File: config.mk
export PLATFORM = sky130hd
export DESIGN_NAME = down_count_monitor
export DESIGN_NICKNAME = d
export VERILOG_FILES = /design/src/rtl/down_count_monitor_pkg.sv /design/src/rtl/sat_counter.sv /design/src/rtl/down_count_monitor.sv
export SDC_FILE = /design/constraint.sdc
export NUM_CORES = 1
export LEC_CHECK = 0
export BUFFER_PORTS_ARGS = -buffer_cell sky130_fd_sc_hd__buf_2
export CAP_MARGIN = 20
export CORE_ASPECT_RATIO = 0.75
export CORE_MARGIN = 4
export CORE_UTILIZATION = 54
export DETAILED_ROUTE_END_ITERATION = 8
export GPL_ROUTABILITY_DRIVEN = 1
export PLACE_DENSITY = 0.84
export SLEW_MARGIN = 20
export SYNTH_ARGS = -nofsm -noshare
export SYNTH_HDL_FRONTEND = slang
export SYNTH_HIERARCHICAL = 1
export SYNTH_SLANG_ARGS = --single-unit
File: constraint.sdc
create_clock -name clk -period 3.45 [get_ports clk]
set_clock_uncertainty 0.05 [all_clocks]
set_input_delay 0.345 -clock clk [delete_from_list [all_inputs] [get_ports clk]]
set_output_delay 0.345 -clock clk [all_outputs]
set_load 0.005 [all_outputs]
File: src/rtl/down_count_monitor_pkg.sv
// Shared types and constants for the down-counter sequence monitor.
//   dcm_state_t  : FSM state encoding (IDLE=0, ACQUIRE=1, LOCKED=2, 3 unused)
//   DCM_*        : default widths for the monitor and its counters
//   dcm_expected : next expected down-count value, modulo 2^w
package down_count_monitor_pkg;

  localparam int unsigned DCM_WIDTH      = 4;
  localparam int unsigned DCM_ERR_CNT_W  = 8;
  localparam int unsigned DCM_WRAP_CNT_W = 8;

  typedef enum logic [1:0] {
    IDLE    = 2'd0,
    ACQUIRE = 2'd1,
    LOCKED  = 2'd2
  } dcm_state_t;

  // prev - 1 truncated to w bits, so 0 wraps to all-ones
  function automatic logic [31:0] dcm_expected(input logic [31:0] prev,
                                               input int unsigned w);
    logic [31:0] mask;
    mask = (w >= 32) ? 32'hFFFF_FFFF : ((32'd1 << w) - 32'd1);
    return (prev - 32'd1) & mask;
  endfunction

endpackage

File: src/rtl/sat_counter.sv
// Saturating up-counter: increments on inc, sticks at all-ones.
//   clk, rst : clock, synchronous active-high reset
//   inc      : increment request
//   cnt      : current count
module sat_counter #(
  parameter int unsigned W = 8
) (
  input  logic         clk,
  input  logic         rst,
  input  logic         inc,
  output logic [W-1:0] cnt
);

  logic [W-1:0] cnt_q;

  always_ff @(posedge clk) begin
    if (rst) begin
      cnt_q <= '0;
    end else if (inc && (cnt_q != {W{1'b1}})) begin
      cnt_q <= cnt_q + W'(1);
    end
  end

  assign cnt = cnt_q;

endmodule

File: src/rtl/down_count_monitor.sv
// Sequence monitor for a free-running down counter. Locks after LOCK_LEN
// consecutive good decrements, then flags mismatches, terminal count and
// completed wraps.
//   clk, rst     : clock, synchronous active-high reset
//   cnt_in       : observed count, sampled when cnt_valid=1
//   locked       : high while in LOCKED
//   tc_pulse     : one cycle after a locked sample of 0
//   err_pulse    : one cycle after a mismatch while LOCKED
//   err_count    : saturating error count
//   wrap_count   : saturating count of locked 0 -> max transitions
//   state_o      : FSM state for debug
// Optional (DOWN_COUNT_MONITOR_STICKY_EN):
//   err_clr      : clears err_sticky (err_pulse wins on the same cycle)
//   err_sticky   : latched error flag
module down_count_monitor
  import down_count_monitor_pkg::*;
#(
  parameter int unsigned WIDTH      = DCM_WIDTH,
  parameter int unsigned ERR_CNT_W  = DCM_ERR_CNT_W,
  parameter int unsigned WRAP_CNT_W = DCM_WRAP_CNT_W,
  parameter int unsigned LOCK_LEN   = 2
) (
  input  logic                  clk,
  input  logic                  rst,
  input  logic [WIDTH-1:0]      cnt_in,
  input  logic                  cnt_valid,
`ifdef DOWN_COUNT_MONITOR_STICKY_EN
  input  logic                  err_clr,
  output logic                  err_sticky,
`endif
  output logic                  locked,
  output logic                  tc_pulse,
  output logic                  err_pulse,
  output logic [ERR_CNT_W-1:0]  err_count,
  output logic [WRAP_CNT_W-1:0] wrap_count,
  output logic [1:0]            state_o
);

  localparam int unsigned RUN_W = (LOCK_LEN < 2) ? 1 : $clog2(LOCK_LEN + 1);
  localparam logic [WIDTH-1:0] MAX_VAL = {WIDTH{1'b1}};

  dcm_state_t       state_q, state_d;
  logic [WIDTH-1:0] prev_q, prev_d;
  logic [RUN_W-1:0] run_q, run_d;
  logic             locked_q, locked_d;
  logic             tc_q, tc_d;
  logic             err_q, err_d;
  logic             wrap_inc;

  logic [WIDTH-1:0] expected;
  logic             match;
  logic             run_done;
  logic             accept_locked;

  assign expected = WIDTH'(dcm_expected(32'(prev_q), WIDTH));
  assign match    = cnt_valid && (cnt_in == expected);
  assign run_done = ((32'(run_q) + 32'd1) == LOCK_LEN);
  // A good sample either inside LOCKED or the one that completes lock
  assign accept_locked = match &&
                         ((state_q == LOCKED) || ((state_q == ACQUIRE) && run_done));

  // State register
  always_ff @(posedge clk) begin
    if (rst) begin
      state_q <= IDLE;
    end else begin
      state_q <= state_d;
    end
  end

  // Next-state logic
  always_comb begin
    state_d = state_q;
    case (state_q)
      IDLE:    if (cnt_valid) state_d = ACQUIRE;
      ACQUIRE: if (match && run_done) state_d = LOCKED;
      LOCKED:  if (cnt_valid && !match) state_d = ACQUIRE;
      default: state_d = IDLE;
    endcase
  end

  // Output / datapath next values
  always_comb begin
    prev_d   = cnt_valid ? cnt_in : prev_q;
    run_d    = run_q;
    err_d    = 1'b0;
    locked_d = (state_d == LOCKED);
    tc_d     = accept_locked && (cnt_in == '0);
    wrap_inc = accept_locked && (prev_q == '0) && (cnt_in == MAX_VAL);
    case (state_q)
      IDLE: begin
        if (cnt_valid) run_d = '0;
      end
      ACQUIRE: begin
        if (cnt_valid) begin
          if (match && !run_done) run_d = run_q + RUN_W'(1);
          else                    run_d = '0;
        end
      end
      LOCKED: begin
        if (cnt_valid && !match) begin
          err_d = 1'b1;
          run_d = '0;
        end
      end
      default: run_d = '0;
    endcase
  end

  always_ff @(posedge clk) begin
    if (rst) begin
      prev_q   <= '0;
      run_q    <= '0;
      locked_q <= 1'b0;
      tc_q     <= 1'b0;
      err_q    <= 1'b0;
    end else begin
      prev_q   <= prev_d;
      run_q    <= run_d;
      locked_q <= locked_d;
      tc_q     <= tc_d;
      err_q    <= err_d;
    end
  end

  sat_counter #(.W(ERR_CNT_W)) u_err_cnt (
    .clk (clk),
    .rst (rst),
    .inc (err_d),
    .cnt (err_count)
  );

  sat_counter #(.W(WRAP_CNT_W)) u_wrap_cnt (
    .clk (clk),
    .rst (rst),
    .inc (wrap_inc),
    .cnt (wrap_count)
  );

`ifdef DOWN_COUNT_MONITOR_STICKY_EN
  logic sticky_q;

  // Set wins over clear so an error in the clearing cycle is not lost
  always_ff @(posedge clk) begin
    if (rst) begin
      sticky_q <= 1'b0;
    end else if (err_d) begin
      sticky_q <= 1'b1;
    end else if (err_clr) begin
      sticky_q <= 1'b0;
    end
  end

  assign err_sticky = sticky_q;
`endif

  assign locked    = locked_q;
  assign tc_pulse  = tc_q;
  assign err_pulse = err_q;
  assign state_o   = state_q;

endmodule

==> impl_results.md, run 1 <==
* Drt first pass iters at 4
* IO buf count at 27
* Vias in the first global route at 1,172
* Initial Utilization at 56.0%
* Max FO, Critical Path at 6
* Worst vdd ir at 0.182 mV
* Achievable frequency at 0.339 GHz
* Routed len/inst at 13.5 µm
* First-pass GRT wire length at 5220 µm
* Min-Delay Endpoint: prev_q[1]
* Hold depth at 3
* TritonCTS Buffers at 3
* Worst skew pair latency at 0.33 ns
* Worst hold start: cnt_in[1]
* Overall power at 508 µW
* CP arrival at 3.17 ns
* Syn Inst Count at 161
* Share of layout cells above drive strength 1 at 22.9%
* HP Class: in -> reg
* GRT Util Overall at 19.0%
* Core area at 0.00260 mm²
* Final std cells w/o fill at 224
* Vias/cell at 5.75
* Crit path largest cell delay at 0.77 ns
* Antenna Cells at 0
* WP data required at 3.67 ns
* CP endpoint kind: flip-flop
* CTS sink cnt at 27
* Clock root cell: clkbuf_4
* Outcome: finished, final reports clean
* PD cells at 310 mW/mm²
* CTS tree: yes
* Final core utilization at 62.9%
* GRT overflow at 0
* Top Usage Layer GRT: met2
* Worst Reg2Reg Path Length in Cells at 9
* RR Startpoint: prev_q[0]
* Dpl hpwl at 2300 µm
* Rows at 16
* Syn Area/Cell at 9.05 µm²
* Die Area at 0.00360 mm²
* Synthesized area at 0.00146 mm²
* # setup viols final at 0
* Die X at 68.0 µm
* Post-CTS sizing at 0
* Hold Buf Count CTS at 0
* Reg-to-reg endpoint: u_wrap_cnt/cnt[3]
* DRT Wirelength at 3020 µm
* CP max stage cell: nor4_1
* Top cell type's share of synthesized area at 37.1%
* Post-synth cell types at 43
* Placement Setup Slack at 0.580 ns
* Routed Antenna Nets at 0
* Worst-path clk slew at 0.14 ns
* Largest net degree at the start of global routing at 29
* Largest cells by area after synthesis: dfxtp_1 37%, ha_1 4.3%, mux2i_1 4.1%
* H-tree lvl count at 1
* Kind of critical path: reg -> reg
* Iteration-0 DRC Markers at 91
* Leak Pwr at 0.000665 µW
* R2r setup slk at 0.50 ns
* Via count at 1,289
* Area grow syn2layout at 12.4%
* Antenna violations before repair at 0
* Synth Register Bits at 27
* Final period util at 85.5%
* GR Util met1 at 24.2%
* M2 GR Usage at 30.1%
* Post-route DRC at 0
* Post-route setup TNS at 0 ns
* Clk buf depth at 2
* Cells along the critical path: inv_1 > ha_1 > xor2_1 > xnor2_1 > nand3_1 > nor4_1 > nand4_1 > or3_2 > o21ai_1
* Die Height at 53.0 µm
* Final min period at 2.95 ns
* Post-CTS setup buffer count at 0
* Hold Vio Cnt, Final at 0
* Max-cap viol count at 0
* RSZ-0062 raised after global routing: no
* Kind of start point of the critical path: flip-flop
* Synth warnings at 6
* Met3 Usage GRT at 5.94%
* Worst Path Buf+Inv at 1
* Sequential share of the synthesized area at 37.1%
* Nets at 201
* Tightest Pin Transition at 0.836 ns
* Slew Limit Fails at 0
* CP top delay family: simple AND/OR/NAND/NOR gates
* Headroom to the max-slew limit at 43.7%
* Placed Instances at 220
* GPL Wtd Cong at 0.847
* Io pins at 28
* Syn_nets at 173
* Yosys top cell by area: dfxtp_1
* Slack of the critical path at 0.502 ns
==> area by class of cell <==
| cell class | count | area, µm² |
|---|---|---|
| fillers | 239 | 965 |
| multi-input cells | 123 | 861 |
| flip-flops and latches | 27 | 541 |
| repair buffers | 27 | 135 |
| well taps | 36 | 45.0 |
| inverters | 7 | 26.3 |
| clock buffers | 3 | 22.5 |
| clock inverters | 1 | 7.51 |
==> routing by layer <==
| layer | vias up | share of wire, % |
|---|---|---|
| li1 | 656 | - |
| met1 | 597 | 47 |
| met2 | 30 | 46 |
| met3 | 6 | 6.0 |
| met4 | 0 | 1.5 |
| met5 | - | 0 |
==> cells by family (layout without fill, tap and decap cells) <==
family | count (synthesis) | in the layout | share of synthesized area, %
and+or+nand+nor | 65 | 65 | 25.3
AOI/OAI and AO/OA | 39 | 39 | 19.7
DFF | 27 | 27 | 37.1
buffers and inverters | 11 | 38 | 3.86
muxes | 8 | 8 | 6.18
xor gates and xnor gates | 6 | 6 | 3.61
adders and majority gates | 5 | 5 | 4.29
==> placed cells by master, fill, tap and decap left out, types with 3 or more instances in the layout <==
master and instances:
a211oi_1 4, a21oi_1 11, a31oi_1 3, and4_1 4, buf_2 27, clkbuf_4 3, dfxtp_1 27, ha_1 5
inv_1 7, mux2i_1 6, nand2_1 14, nand2b_1 3, nand3_1 5, nand4_1 4, nor2_1 11, nor3_1 5
nor4_1 3, o21bai_1 4, xnor2_1 4
==> synth_stat cells, drive strengths merged <==
cell / n
xor2: 2
a211oi: 4
nor4b: 1
a21oi: 11
nand4b: 1
or4: 1
and2b: 2
dfxtp: 27
o21bai: 4
nor2b: 1
a31oi: 3
and3: 4
and4: 4
o2111ai: 2
nand2: 14
or2: 1
o31ai: 2
nor3: 5
nand4: 4
nand3b: 2
o22ai: 1
nand2b: 3
nand3: 5
buf: 3
nor4: 3
inv: 7
mux2i: 6
o311a: 2
clkbuf: 1
a311oi: 2
a21boi: 4
ha: 5
o21ai: 3
and2: 1
nor2: 11
mux2: 2
a32oi: 1
or3: 2
xnor2: 4
==> worst reg2reg max path: stages (launching register included) <==
cell	delay, ns
dfxtp_1	0.41
inv_1	0.09
ha_1	0.21
xor2_1	0.15
xnor2_1	0.27
nand3_1	0.18
nor4_1	0.77
nand4_1	0.24
or3_2	0.45
o21ai_1	0.09
==> worst max path at each step <==
stage	cells after the start	start	to	slack, ns
after floorplan	9	prev_q[0]	u_wrap_cnt/cnt[3]	0.90
after global placement	9	prev_q[0]	u_wrap_cnt/cnt[3]	0.75
after detailed placement	9	prev_q[0]	u_wrap_cnt/cnt[3]	0.58
after CTS	9	prev_q[0]	u_wrap_cnt/cnt[3]	0.56
after global routing	9	prev_q[0]	u_wrap_cnt/cnt[3]	0.30
final	9	prev_q[0]	u_wrap_cnt/cnt[3]	0.50
==> state kept, by name, summed over array words and instances, names as in the netlist <==
signal / flops
err_pulse: 1
locked: 1
prev_q: 4
run_q: 2
state_o: 2
tc_pulse: 1
u_err_cnt/cnt: 8
u_wrap_cnt/cnt: 8
==> per-stage QoR <==
step / instance area, µm² / hold slack (ns)
finish: 1640 / 0.258
floorplan: 1460 / 0.367
global route: 1640 / 0.253
detailed placement: 1610 / 0.433
global placement: 1610 / 0.423
CTS: 1640 / 0.249
==> report_power, final <==
part | total (µW) | internal, µW | switching [µW] | leakage [µW]
Sequential | 320 | 316 | 4.17 | 0.000219
Clock | 139 | 44.4 | 94.3 | 0.0000139
Combinational | 49.4 | 19.8 | 29.6 | 0.000433
No activity file was read; power rests on OpenSTA's default activity.
==> inputs of run 2 (changes only) <==
Settings changed: CORE_UTILIZATION 54 to 49, PLACE_DENSITY 0.84 to 0.81.
Clock period 3.45 ns to 2.7 ns, I/O delays scaled along.
==> run 2 against run 1 <==
Against the previous run: final area grew 2.7%; critical path type unchanged; largest cell class unchanged; via count rose by 2.6%; register-to-register slack worse by 0.33 ns; flip-flop and latch count unchanged; wire length increased by 5.0%; utilization shrank 1.2 points; total power rose by 38%; worst setup slack got worse by 0.33 ns; critical path depth stayed put.
==> impl_results.md, run 2 (synthesis results as in run 1) <==
* Vias/cell at 5.88 (was 5.75)
* Internal power at 534 µW (was 380 µW)
* Worst-path clk slew at 0.09 ns (was 0.14 ns)
* Met3 Usage GRT at 5.43% (was 5.94%)
* First-pass GRT wire length at 5580 µm (was 5220 µm)
* TritonCTS Buffers at 3 (unchanged)
* Final core utilization at 61.8% (was 62.9%)
* HP Class: in -> reg (unchanged)
* # setup viols final at 0 (unchanged)
* Io pins at 28 (unchanged)
* Routed len/inst at 14.1 µm (was 13.5 µm)
* DRT Wirelength at 3170 µm (was 3020 µm)
* Clk buf depth at 2 (unchanged)
* Largest net degree at the start of global routing at 29 (unchanged)
* Antenna violations before repair at 0 (unchanged)
* GRT overflow at 0 (unchanged)
* Post-route DRC at 0 (unchanged)
* GRT Util Overall at 17.1% (was 19.0%)
* Iteration-0 DRC Markers at 133 (was 91)
* Max FO, Critical Path at 6 (unchanged)
* Placed Instance Area at 0.00162 mm² (was 0.00161 mm²)
* Outcome: finished, final reports clean (unchanged)
* Routed Antenna Nets at 0 (unchanged)
* H-tree lvl count at 1 (unchanged)
* Power share of the clock group at 31.8% (was 27.3%)
* Post-route setup TNS at 0 ns (unchanged)
* Worst Reg2Reg Path Length in Cells at 9 (unchanged)
* Switch share at 23.6% (was 25.2%)
* Sequential share of power at 58.5% (was 63.0%)
* Achievable frequency at 0.395 GHz (was 0.339 GHz)
* Kind of critical path: reg -> reg (unchanged)
* Clock root cell: clkbuf_8 (was clkbuf_4)
* WP data required at 2.86 ns (was 3.67 ns)
* Via count at 1,322 (was 1,289)
* Kind of start point of the critical path: flip-flop (unchanged)
* GR Util met1 at 20.6% (was 24.2%)
* Tightest Pin Transition at 0.493 ns (was 0.836 ns)
* Hold Vio Cnt, Final at 0 (unchanged)
* Final min period at 2.53 ns (was 2.95 ns)
* Slack of the critical path at 0.168 ns (was 0.502 ns)
* PD cells at 415 mW/mm² (was 310 mW/mm²)
* Max-cap viol count at 0 (unchanged)
* GPL Wtd Cong at 0.870 (was 0.847)
* CP arrival at 2.69 ns (was 3.17 ns)
* Fillers at 239 (unchanged)
* Final Cell Area at 0.00168 mm² (was 0.00164 mm²)
* Switching pwr at 165 µW (was 128 µW)
* Area grow syn2layout at 15.4% (was 12.4%)
* Dpl hpwl at 2370 µm (was 2300 µm)
* Placement Setup Slack at 0.0894 ns (was 0.580 ns)
* Rows at 16 (unchanged)
* Reg-to-reg endpoint: u_err_cnt/cnt[3] (was u_wrap_cnt/cnt[3])
* Vias in the first global route at 1,282 (was 1,172)
* Worst skew pair latency at 0.27 ns (was 0.33 ns)
* Hold_ws at 0.247 ns (was 0.258 ns)
* RR Startpoint: prev_q[0] (unchanged)
* Core area at 0.00272 mm² (was 0.00260 mm²)
* Final period util at 93.8% (was 85.5%)
* Top Usage Layer GRT: met2 (unchanged)
* M2 GR Usage at 28.8% (was 30.1%)
* Nets at 202 (was 201)
* CP Capture Point: u_err_cnt/cnt[3] (was u_wrap_cnt/cnt[3])
* CP Launch Point: prev_q[0] (unchanged)
* RSZ-0062 raised after global routing: yes (was no)
* Leak Pwr at 0.000689 µW (was 0.000665 µW)
* Logic gate share of total power at 9.8% (was 9.7%)
* CTS sink cnt at 27 (unchanged)
* R2r setup slk at 0.17 ns (was 0.50 ns)
* Share of layout cells above drive strength 1 at 25.9% (was 22.9%)
* Headroom to the max-slew limit at 67.1% (was 43.7%)
* CP endpoint kind: flip-flop (unchanged)
* Die Area at 0.00392 mm² (was 0.00360 mm²)
* Drt first pass iters at 4 (unchanged)
* CTS tree: yes (unchanged)
* Commonest non-fill, non-tap cell in the layout: buf_2
* Die X at 71.0 µm (was 68.0 µm)
* Most frequent cells in the layout: 27 x buf_2, 26 x dfxtp_1, 14 x nand2_1 (was 27 x dfxtp_1, 27 x buf_2, 14 x nand2_1)
* IO buf count at 27 (unchanged)
* Die Height at 55.2 µm (was 53.0 µm)
* Worst vdd ir at 0.290 mV (was 0.182 mV)
* Antenna Cells at 0 (unchanged)
* Hold Buf Count CTS at 0 (unchanged)
* Initial Utilization at 53.5% (was 56.0%)
* Slew Limit Fails at 0 (unchanged)
[run 2: power by group through the flow]
stage / clock (µW) / sequential (µW) / combinational, µW
3_5_place_dp: 0 / 417 / 63.7
6_report: 222 / 408 / 68.2
5_1_grt: 246 / 410 / 76.6
4_1_cts: 230 / 408 / 63.9
3_3_place_gp: 0 / 417 / 60.2
2_1_floorplan: 0 / 416 / 44.1
[run 2: cell type report]
class | instances | area, µm² | area share (%)
Clock buffer | 3 | 41.3 | 2.46
Clock inverter | 1 | 5.00 | 0.298
Inverter | 7 | 26.3 | 1.56
Multi-Input combinational cell | 123 | 880 | 52.3
Sequential cell | 27 | 542 | 32.2
Tap cell | 36 | 45.0 | 2.68
Timing Repair Buffer | 28 | 143 | 8.48
[run 2: metal layers]
metal,part of all wire (%),wire (µm),vias to the layer above
met5,0,0,-
li1,-,-,655
met3,5.2,166,6
met1,47,1490,614
met4,1.4,44,0
met2,46,1470,47
[run 2: worst min-delay path by stage]
stage                          from                to  slack (ns)  depth (start not counted)
after floorplan                 rst  u_err_cnt/cnt[7]        0.29                          1
after global placement     run_q[1]          run_q[1]        0.42                          2
after detailed placement   run_q[0]          run_q[0]        0.44                          2
after CTS                 cnt_in[1]         prev_q[1]        0.25                          3
after global routing      cnt_in[1]          tc_pulse        0.28                          3
final                     cnt_in[1]         prev_q[1]        0.25                          3
[run 2: critical path, stage by stage, from the launching register on]
cell	delay, ns
dfxtp_2	0.37
inv_1	0.08
ha_1	0.30
xnor2_1	0.18
nor2_2	0.09
a31oi_1	0.33
nor2b_2	0.33
nand4_1	0.20
or3_2	0.46
o21ai_1	0.09
[run 2: per-stage QoR]
step	total power, µW	cells
5_1_grt	732	225
4_1_cts	701	225
3_3_place_gp	477	221
6_report	699	225
3_5_place_dp	481	221
2_1_floorplan	460	161
[run 2: repair_timing]
| item | in CTS | in global routing |
|---|---|---|
| setup endpoints to repair | 0 | 8 |
| buffers inserted | 0 | 0 |
| hold endpoints to repair | 0 | 0 |
| gates resized for setup | 0 | 5 |
==> inputs of run 3 (changes only) <==
Settings changed: ABC_AREA set to 1, CORE_UTILIZATION 49 to 50.
==> run 3 against run 2 <==
Against the previous run: non-clock buffer count is the same; wire length is 6.9% higher; synthesized cell count up 53%; highest routed layer unchanged; total power rose by 1.9%; critical endpoint is now u_wrap_cnt/cnt[4]; hold slack got worse by 0.021 ns; register-to-register slack better by 0.27 ns; global-route usage increased by 0.28 points.
==> impl_results.md, run 3 <==
* Outcome: finished, final reports clean (unchanged)
* Antenna Cells at 0 (unchanged)
* GRT overflow at 0 (unchanged)
* Tightest Pin Transition at 0.411 ns (was 0.493 ns)
* Via count at 1,567 (was 1,322)
* GRT Util Overall at 17.4% (was 17.1%)
* First-pass GRT wire length at 5840 µm (was 5580 µm)
* Kind of start point of the critical path: flip-flop (unchanged)
* Multi-input logic area at 872 µm² (was 880 µm²)
* Final period util at 83.9% (was 93.8%)
* Top cell type's share of synthesized area at 34.0% (was 37.1%)
* WP data required at 2.82 ns (was 2.86 ns)
* Hold Vio Cnt, Final at 0 (unchanged)
* Worst skew pair latency at 0.27 ns (about the same)
* Post-CTS setup buffer count at 0 (unchanged)
* Rows at 17 (was 16)
* CP endpoint kind: flip-flop (unchanged)
* TritonCTS Buffers at 3 (unchanged)
* CTS sink cnt at 27 (unchanged)
* Io pins at 28 (unchanged)
* Nets at 288 (was 202)
* Post-CTS sizing at 0 (unchanged)
* Post-route DRC at 0 (unchanged)
* Most frequent cell after synthesis: nand2_1 (was dfxtp_1)
* Leak Pwr at 0.000863 µW (was 0.000689 µW)
* H-tree lvl count at 1 (unchanged)
* Ys async rst share at 0% (unchanged)
* Synth warnings at 6 (unchanged)
* Max-cap viol count at 0 (unchanged)
* Synthesized area at 0.00159 mm² (was 0.00146 mm²)
* RSZ-0062 raised after global routing: no (was yes)
* DRT Wirelength at 3390 µm (was 3170 µm)
* CTS tree: yes (unchanged)
* Post-synth EDFFs at 0 (unchanged)
* Core area at 0.00300 mm² (was 0.00272 mm²)
* CP arrival at 2.39 ns (was 2.69 ns)
* Vias in the first global route at 1,320 (was 1,282)
* Crit path largest cell delay at 0.37 ns (was 0.46 ns)
* Initial Utilization at 53.0% (was 53.5%)
* Clock root cell: clkbuf_8 (unchanged)
* Routed Antenna Nets at 0 (unchanged)
* IO buf count at 27 (unchanged)
* Syn_nets at 259 (was 173)
* Area grow syn2layout at 12.4% (was 15.4%)
* Sequential share of the synthesized area at 34.0% (was 37.1%)
* Most frequent cells after synthesis: 61 x nand2_1, 42 x nor2_1, 33 x inv_1 (was 27 x dfxtp_1, 14 x nand2_1, 11 x a21oi_1, 11 x nor2_1, 7 x inv_1)
* Hold_ws at 0.226 ns (was 0.247 ns)
* Syn Area/Cell at 6.43 µm² (was 9.05 µm²)
* Dpl hpwl at 2570 µm (was 2370 µm)
* Routed len/inst at 10.8 µm (was 14.1 µm)
* Slew Limit Fails at 0 (unchanged)
* Cells along the critical path: inv_1 > ha_1 > xnor2_1 > nor2_1 > nand3_2 > nor2_4 > o21ai_0 > nor2_1 > buf_4 > nand2_1 > nor2_1 > nand3_1 > nand2_1 > nor2_1 (was inv_1 > ha_1 > xnor2_1 > nor2_2 > a31oi_1 > nor2b_2 > nand4_1 > or3_2 > o21ai_1)
* Most used DFF post-synth: dfxtp_1 (unchanged)
* Yosys top cell by area: dfxtp_1 (unchanged)
* PD cells at 398 mW/mm² (was 415 mW/mm²)
* Synth Register Bits at 27 (unchanged)
* Antenna violations before repair at 0 (unchanged)
* HP Class: in -> reg (unchanged)
* Die Area at 0.00415 mm² (was 0.00392 mm²)
* Commonest non-fill, non-tap cell in the layout: nand2_1 (was buf_2)
* Kind of critical path: reg -> reg (unchanged)
* GPL Wtd Cong at 0.857 (was 0.870)
* Largest cells by area after synthesis: dfxtp_1 34%, nand2_1 14%, nor2_1 9.9% (was dfxtp_1 37%, ha_1 4.3%, mux2i_1 4.1%)
* Vias/cell at 5.01 (was 5.88)
* Post-synth cell types at 21 (was 43)
* Final min period at 2.27 ns (was 2.53 ns)
* Drt first pass iters at 4 (unchanged)
* Post-route setup TNS at 0 ns (unchanged)
* Hold Buf Count CTS at 0 (unchanged)
* Headroom to the max-slew limit at 72.6% (was 67.1%)
* Fillers at 289 (was 239)
* Syn Inst Count at 247 (was 161)
* Register area at 541 µm² (was 542 µm²)
* Largest net degree at the start of global routing at 15 (was 29)
* CP max stage cell: dfxtp_1 (was or3_2)
* Iteration-0 DRC Markers at 102 (was 133)
* Die Height at 56.8 µm (was 55.2 µm)
* Die X at 73.1 µm (was 71.0 µm)
* Clk buf depth at 2 (unchanged)
* Most used cell along the critical path: nor2_1
* Worst-path clk slew at 0.09 ns (about the same)
* Max FO, Critical Path at 12 (was 6)
* Achievable frequency at 0.441 GHz (was 0.395 GHz)
* Worst vdd ir at 0.359 mV (was 0.290 mV)
* # setup viols final at 0 (unchanged)
* Share of layout cells above drive strength 1 at 18.5% (was 25.9%)
* Most frequent cells in the layout: 61 x nand2_1, 42 x nor2_1, 33 x inv_1 (was 27 x buf_2, 26 x dfxtp_1, 14 x nand2_1)
==> run 3: final cells by class <==
type / count / area share [%]
Inverter: 37 / 7.77
Timing Repair Buffer: 28 / 7.98
Tap cell: 38 / 2.66
Clock buffer: 4 / 2.52
Sequential cell: 27 / 30.3
Multi-Input combinational cell: 179 / 48.8
==> run 3: kinds of logic (layout without fill, tap and decap cells) <==
group,count (synthesis),count (layout),share of synthesized area [%]
xor+xnor,2,2,1.10
buf+inv,41,69,11.1
flops,27,27,34.0
simple gates,145,145,41.3
fa+ha+maj,5,5,3.94
compound gates,27,27,8.50
==> run 3: power breakdown <==
part	internal (µW)	total, µW	leakage [µW]	switching (µW)
Sequential	404	409	0.000219	4.81
Combinational	26.1	72.7	0.000621	46.6
Clock	106	230	0.0000228	124
Total	536	712	0.000863	176
==> run 3: metrics by stage <==
step | instance area (µm²) | util, % | total power, µW | setup slack [ns] | std cells
floorplan | 1590 | - | 469 | 0.566 | 247
global placement | 1740 | 58.1 | 489 | 0.529 | 309
detailed placement | 1740 | 58.1 | 491 | 0.444 | 309
CTS | 1790 | 59.6 | 724 | 0.430 | 313
global route | 1790 | 59.6 | 752 | 0.238 | 313
finish | 1790 | 59.6 | 712 | 0.434 | 313
==> run 3: path summary, 6_finish.rpt <==
path	start	endpoint	slack, ns	cells after the start
max	prev_q[0]	u_wrap_cnt/cnt[4]	0.43	14
min	cnt_valid	prev_q[2]	0.23	2
min reg2reg	u_err_cnt/cnt[6]	u_err_cnt/cnt[6]	0.43	2
max reg2reg	prev_q[0]	u_wrap_cnt/cnt[4]	0.43	14
==> run 3: worst max-delay path, delay by kind of cell, from the launching register on <==
kind / cells / cell delay (ns)
buffers and inverters: 2 / 0.29
xor gates and xnor gates: 1 / 0.13
DFF: 1 / 0.37
and+or+nand+nor: 9 / 0.90
adders and majority gates: 1 / 0.31
AOI/OAI and AO/OA: 1 / 0.12
==> run 3: routing by layer <==
metal	wire length, µm	GRT usage, %	part of all wire, %
met1	1750	25.5	52
met2	1430	25.9	42
met4	22	2.63	0.65
met3	188	4.29	5.6
met5	0	0	0
